<file path="src/rtl/condicionador_sensores.sv">
// Sensor conditioning: 2-flop sync + debounce per channel, blocked-sensor error FSM.
// Define CONDICIONADOR_TRAVA_ERRO_EN for a sticky error cleared only by Limpar_Erro.
module condicionador_sensores #(
    parameter int DEBOUNCE_CICLOS = 4,
    parameter int ERRO_CICLOS     = 8
) (
    input  logic Clock,
    input  logic Reset_n,
    input  logic Sensor_Frontal_Bruto,
    input  logic Sensor_Direito_Bruto,
    input  logic Sensor_Esquerdo_Bruto,
    input  logic Sensor_Trazeiro_Bruto,
    input  logic Limpar_Erro,
    output logic Sensor_Frontal,
    output logic Sensor_Direito,
    output logic Sensor_Esquerdo,
    output logic Sensor_Trazeiro,
    output logic Saida_Erro
);

    localparam int DW = $clog2(DEBOUNCE_CICLOS);
    localparam int EW = $clog2(ERRO_CICLOS);
    localparam logic [DW-1:0] C_MAX = DW'(DEBOUNCE_CICLOS - 1);
    localparam logic [EW-1:0] E_MAX = EW'(ERRO_CICLOS - 1);

    typedef enum logic [1:0] {
        OK,
        SUSPEITO,
        ERRO
    } estado_t;

    logic [3:0]    bruto;
    logic [3:0]    s1;
    logic [3:0]    s2;
    logic [3:0]    s;
    logic [DW-1:0] c [4];
    logic [EW-1:0] e;
    logic          bloqueio;
    estado_t       estado;

    assign bruto = {Sensor_Frontal_Bruto, Sensor_Direito_Bruto,
                    Sensor_Esquerdo_Bruto, Sensor_Trazeiro_Bruto};

    always_ff @(posedge Clock or negedge Reset_n) begin
        if (!Reset_n) begin
            s1 <= '0;
            s2 <= '0;
            s  <= '0;
            for (int i = 0; i < 4; i++) c[i] <= '0;
        end else begin
            s1 <= bruto;
            s2 <= s1;
            for (int i = 0; i < 4; i++) begin
                if (s2[i] == s[i]) begin
                    c[i] <= '0;
                end else if (c[i] == C_MAX) begin
                    s[i] <= s2[i];
                    c[i] <= '0;
                end else begin
                    c[i] <= c[i] + 1'b1;
                end
            end
        end
    end

    assign Sensor_Frontal  = s[3];
    assign Sensor_Direito  = s[2];
    assign Sensor_Esquerdo = s[1];
    assign Sensor_Trazeiro = s[0];
    assign bloqueio        = &s;

`ifndef CONDICIONADOR_TRAVA_ERRO_EN
    logic unused_limpar;
    assign unused_limpar = Limpar_Erro;
`endif

    always_ff @(posedge Clock or negedge Reset_n) begin
        if (!Reset_n) begin
            estado     <= OK;
            e          <= '0;
            Saida_Erro <= 1'b0;
        end else begin
            unique case (estado)
                OK: begin
                    if (bloqueio) begin
                        estado <= SUSPEITO;
                        e      <= EW'(1);
                    end
                end
                SUSPEITO: begin
                    if (!bloqueio) begin
                        estado <= OK;
                        e      <= '0;
                    end else if (e == E_MAX) begin
                        estado     <= ERRO;
                        Saida_Erro <= 1'b1;
                    end else begin
                        e <= e + 1'b1;
                    end
                end
                ERRO: begin
`ifdef CONDICIONADOR_TRAVA_ERRO_EN
                    if (Limpar_Erro) begin
`else
                    if (!bloqueio) begin
`endif
                        estado     <= OK;
                        e          <= '0;
                        Saida_Erro <= 1'b0;
                    end
                end
                default: begin
                    estado     <= OK;
                    e          <= '0;
                    Saida_Erro <= 1'b0;
                end
            endcase
        end
    end

endmodule

</file>
<file path="config.mk">
export PLATFORM = sky130hd
export DESIGN_NAME = condicionador_sensores
export DESIGN_NICKNAME = d
export VERILOG_FILES = /design/src/rtl/condicionador_sensores.sv
export SDC_FILE = /design/constraint.sdc
export NUM_CORES = 1
export LEC_CHECK = 0
export BUFFER_PORTS_ARGS = -buffer_cell sky130_fd_sc_hd__buf_2
export CAP_MARGIN = 20
export CORE_MARGIN = 2
export CORE_UTILIZATION = 50
export DETAILED_ROUTE_END_ITERATION = 10
export GPL_TIMING_DRIVEN = 0
export PLACE_DENSITY = 0.72
export SKIP_LAST_GASP = 1
export SLEW_MARGIN = 20
export SYNTH_ARGS = -nofsm -noshare
export SYNTH_HDL_FRONTEND = slang
export SYNTH_SLANG_ARGS = --single-unit
</file>
<file path="constraint.sdc">
create_clock -name Clock -period 2.55 [get_ports Clock]
set_clock_uncertainty 0.1 [all_clocks]
set_input_delay 0.255 -clock Clock [delete_from_list [all_inputs] [get_ports Clock]]
set_output_delay 0.255 -clock Clock [all_outputs]
set_load 0.05 [all_outputs]
</file>
# --- Word level (Yosys, flattened, before mapping) ---
# Cells that the tools add are included.
# W data, S select, Z words.
totals:
  out_inout_bits: 5
  memories: 0
  latchBits: 0
  romBits: 0
  ff_bits: 26
  inputBits: 7
  mem_bits_rw: 0
op_classes:
  n_eq_ne: 17
  bitwise: 5
  n_lt_le_gt_ge: 0
  div_mod_pow: 0
  mul: 0
  n_reduce_logical: 9
  shifts: 0
  n_mux: 22
  add_sub_neg: 5
ops:
  columns: ["op", "count"]
  rows:
  - ["$mux W2", 12]
  - ["$mux W3", 4]
  - ["$eq A2 B2 Y1 const B", 5]
  - ["$pmux W3 S3", 1]
  - ["$add A2 B1 Y2 const B", 4]
  - ["$ne A2 B2 Y1 const B", 4]
  - ["$reduce_and A2 Y1", 4]
  - ["$reduce_and A4 Y1", 2]
  - ["$ne A3 B3 Y1 const B", 2]
  - ["$pmux W2 S3", 1]
  - ["$reduce_and A3 Y1", 2]
  - ["$not A1 Y1", 5]
  - ["$eq A1 B1 Y1", 4]
  - ["$add A3 B1 Y3 const B", 1]
  - ["$eq A3 B3 Y1 const B", 1]
  - ["$mux W1", 3]
  - ["$pmux W1 S3", 1]
  - ["$eq A2 B1 Y1 const B", 1]
  - ["$logic_not A2 Y1", 1]

# --- Depth between registers and ports, before layout ---
depth:
  depth_word: 4
  mapped_depth: 5

# --- Worst setup path before layout ---
# Ideal clock, no wire load.
synth_path:
  kind: "reg-to-reg"
  start: "register s[3]"
  end: "register e[0]"
  t_arrival_ns: 1.247
  required_time_ns: 2.321
  n_path_buf: 1
  path_slack_ns: 1.074
  stages_incl_launch_ff: 5
  setup_ns: 0.129
  path_cell_list: "dfrtp_1 -> and4_1 -> buf_6 -> a21boi_2 -> o221ai_2"
synth_between:
  elab_chain_cells: 3
  elab_cells_between_ends: 7
  cone_classes: "3 x eq/ne; 2 x mux; 2 x reduce/logical"
synth_lines:
  columns: ["item", "line", "rtl"]
  rows:
  - ["start: declaration", "35", "logic [3:0] s;"]
  - ["start signal: indexed assignment", "57", "s[i] <= s2[i];"]
  - ["$reduce_and A4 Y1 (*)", "70", "assign bloqueio = &s;"]
  - ["$ne A3 B3 Y1 (no line), or another cell as far along", null, null]
  - ["$reduce_and A3 Y1 (no line) or $pmux W3 S3 (tied branches)", null, null]
  - ["end signal: assignment", "98", "e <= e + 1'b1;"]
  - ["end: declaration", "37", "logic [EW-1:0] e;"]
# Every way passes the cells marked *; elsewhere a longest branch is shown, timed or not.
# A chain may end at the register's enable or synchronous reset.

# --- Worst setup path in the final report ---
layout_path:
  start: "register e[1]"
  end: "register e[2]"
layout_between:
  elab_chain_cells: 4
  elab_cells_between_ends: 7
  cone_classes: "1 x add/sub; 2 x eq/ne; 3 x mux; 1 x reduce/logical"
layout_lines:
  columns: ["item", "line", "rtl"]
  rows:
  - ["$add A3 B1 Y3", "98", null]
  - ["$mux W3", "94", "end else if (e == E_MAX) begin"]
  - ["$mux W3", "91", "if (!bloqueio) begin"]
  - ["$pmux W3 S3", "83", "unique case (estado)"]
# Several ways; a longest one is shown, not always the timed one. The select of a mux whose other input is x is not followed.

==> impl_metrics.ini <==
[floorplan]
initial_core_util_pct = 53.7
die_area_um2 = 2510
fp.dieH_um = 50.1
die_w_um = 50.1
rows = 16
core_area_um2 = 1980
io_pins = 12

[run_status]
outcome = finished, final reports clean

[synthesis]
avgSynthCellArea_um2 = 13.7
synthTopCellsByArea = dfrtp_1, ha_1, mux2_2, xnor2_1, nor2b_1
synth_top_area_cell = dfrtp_1
syn_inst = 78
synth_edf_count = 0
synthMostInstantiatedCell = dfrtp_1
synth_xor_area_share_pct = 3.29
ys_seq_area_share_pct = 61.1
async_reset_ff_share_pct = 100
synthesis.area_um2 = 1060
synth_fp_nets = 91
synth_top_family_by_area = simple AND/OR/NAND/NOR gates
muxShareOfSynthArea_pct = 6.35
synth_common_cells = dfrtp_1, ha_1, mux2_2, nand3_1, nor2b_1
synth_warnings = 0
synth_top_cell_area_share_pct = 61.1
synthSimpleGateAreaFrac_pct = 13.2
synth_fa_ha_area_share_pct = 7.05
ys.flop_type = dfrtp_1
ys_ff_latch = 26
synth.distinct_cells = 23
synth_compound_area_share_pct = 7.05

[layout]
fillers = 158
n_antenna_cell = 0
synthToLayoutAreaGrowth_pct = 16.0
drive_gt1_share_pct = 27.8
nets = 111

[placement]
gp_congestion = 0.727
portBuffers = 10

[worst_setup_path]
cp-start-kind = register
critPathCaptureType = register
cp_max_fo = 6
critical_path_class = reg -> reg
required_ns = 2.66
arrival_ns = 1.71

[timing]
timing_hold_violations_final = 0
setup_tns_ns = 0
holdWs_ns = 0.261
final_max_slew_viol_count = 0
setup_viol = 0
rsz0062_at_grt = false
relSlewSlack_pct = 62.9
fin_crit_sh_pct = 63.0
clock.fmax_ghz = 0.623
worst_pin_slew_ns = 0.557
fin_crit_ns = 1.61

[drt]
route.detailed.drc = 0
routed_wl_um = 1610
postRouteAntennaNets = 0
viasPerCell = 5.27
drt-initial-drc-count = 3
firstDrtPassIters = 5
vias = 653
route.detailed.wl_per_inst_um = 13.0

[pwr]
p_per_area_nw_per_um2 = 972
p_sw_w = 0.000435
power_w = 0.00120
clkPwrFrac_pct = 16.8
seqPwrFrac_pct = 49.5
swShare_pct = 36.2
combPwrFrac_pct = 33.6
p_int_w = 0.000766
p_leak_nw = 0.584
peakVddDrop_mv = 0.672

[grt]
grt_start_max_net_pins = 27
grt_pass1_vias = 703
grt_pass1_wl_um = 3040
grt_overflow = 0
antenna_found_initial = 0
grt_usage_pct = 16.2

[clock_tree]
clock-root-buffer = clkbuf_4
clock_sinks = 26
cts_resized = 0
clock_path_buffers = 2
cts_tree = done
insertion_delay_ns = 0.31
cts_made_buffers = 3
clk_pin_slew_ns = 0.13
post_cts_buffers = 0
htreeDepth = 1

[worst_hold_path]
hp-class = reg -> reg

[flow_run]
max_cap_viol_count = 0
final timing paths:
kind / startpoint / slack [ns] / cells after the start / to
max in group asynchronous: Reset_n / 1.64 / 2 / s[0]
min in group asynchronous: Reset_n / 0.34 / 2 / estado[1]
hold reg to reg: s1[2] / 0.26 / 0 / s2[2]
setup / recovery: e[1] / 0.94 / 5 / e[2]
hold / removal: s1[2] / 0.26 / 0 / s2[2]
setup reg to reg: e[1] / 0.94 / 5 / e[2]
layer usage:
metal  share of wire, %  routed length (µm)  up-vias  track usage, %
met1                 45                 719      328            19.9
met2                 51                 820        9            27.4
li1                   -                   -      314               -
met5                  0                   0        -               0
met3                3.1                  50        2            5.36
met4               0.87                  14        0            4.17
layout by cell type (no fill, tap or decap):
cell type      count
dlygate4sd3_1      5
buf_6              1
nand2_1            2
clkbuf_8           1
o21ai_0            1
nand3_1            6
nand4_1            1
xnor2_1            4
and4_1             1
o211ai_2           2
nor2_1             2
ha_1               6
nand3b_1           2
nor3_1             4
nor3b_1            1
mux2_2             6
dfrtp_1           26
a31oi_1            1
o21ai_1            1
nor2b_1            5
clkbuf_4           3
buf_2             12
a21boi_2           1
nand2b_1           1
o221ai_2           1
o21a_1             1
sequential cells by signal, summed over array words and instances (netlist names):
name / cells
s2: 4
e: 3
Saida_Erro: 1
s: 4
estado: 2
c: 8
s1: 4
power groups by stage:
stage                     clock network [W]  registers [W]  logic [W]
final                              0.000202       0.000594   0.000404
after floorplan                           0       0.000698   0.000197
after global placement                    0       0.000598   0.000377
after detailed placement                  0       0.000604   0.000406
after global routing               0.000227       0.000614   0.000443
after CTS                          0.000210       0.000595   0.000415
what timing repair did:
| item | CTS | global route |
|---|---|---|
| hold endpoints to repair | 30 | 0 |
| hold buffers | 5 | 0 |
| endpoints found under the setup margin | 0 | 0 |
cell families after synthesis:
family          Yosys count
mux                       6
buf+inv                   3
xor+xnor                  4
flops                    26
fa+ha+maj                 6
compound gates            8
simple gates             25
critical path: stages (launching register included):
cell and delay, ns:
dfrtp_1 0.41, ha_1 0.17, ha_1 0.28, mux2_2 0.36, nand3_1 0.10, o211ai_2 0.08
through the flow:
step / std cells / worst slack (ns) / instance area (µm²) / utilization (%)
floorplan: 78 / 1.07 / 1060 / -
global placement: 115 / 0.994 / 1150 / 58.0
detailed placement: 115 / 0.959 / 1150 / 58.0
CTS: 124 / 0.935 / 1230 / 62.3
global route: 124 / 0.821 / 1230 / 62.3
finish: 124 / 0.944 / 1230 / 62.3
layout make-up:
cell class                 instances  area (µm²)  area share [%]
buffer                             3        21.3            1.72
clock buffer                       4        36.3            2.94
multi-input combinational         49         393            31.8
sequential                        26         651            52.7
tap                               27        33.8            2.74
timing repair buffer              15         100            8.11
Power figures use the tool's default switching activity.
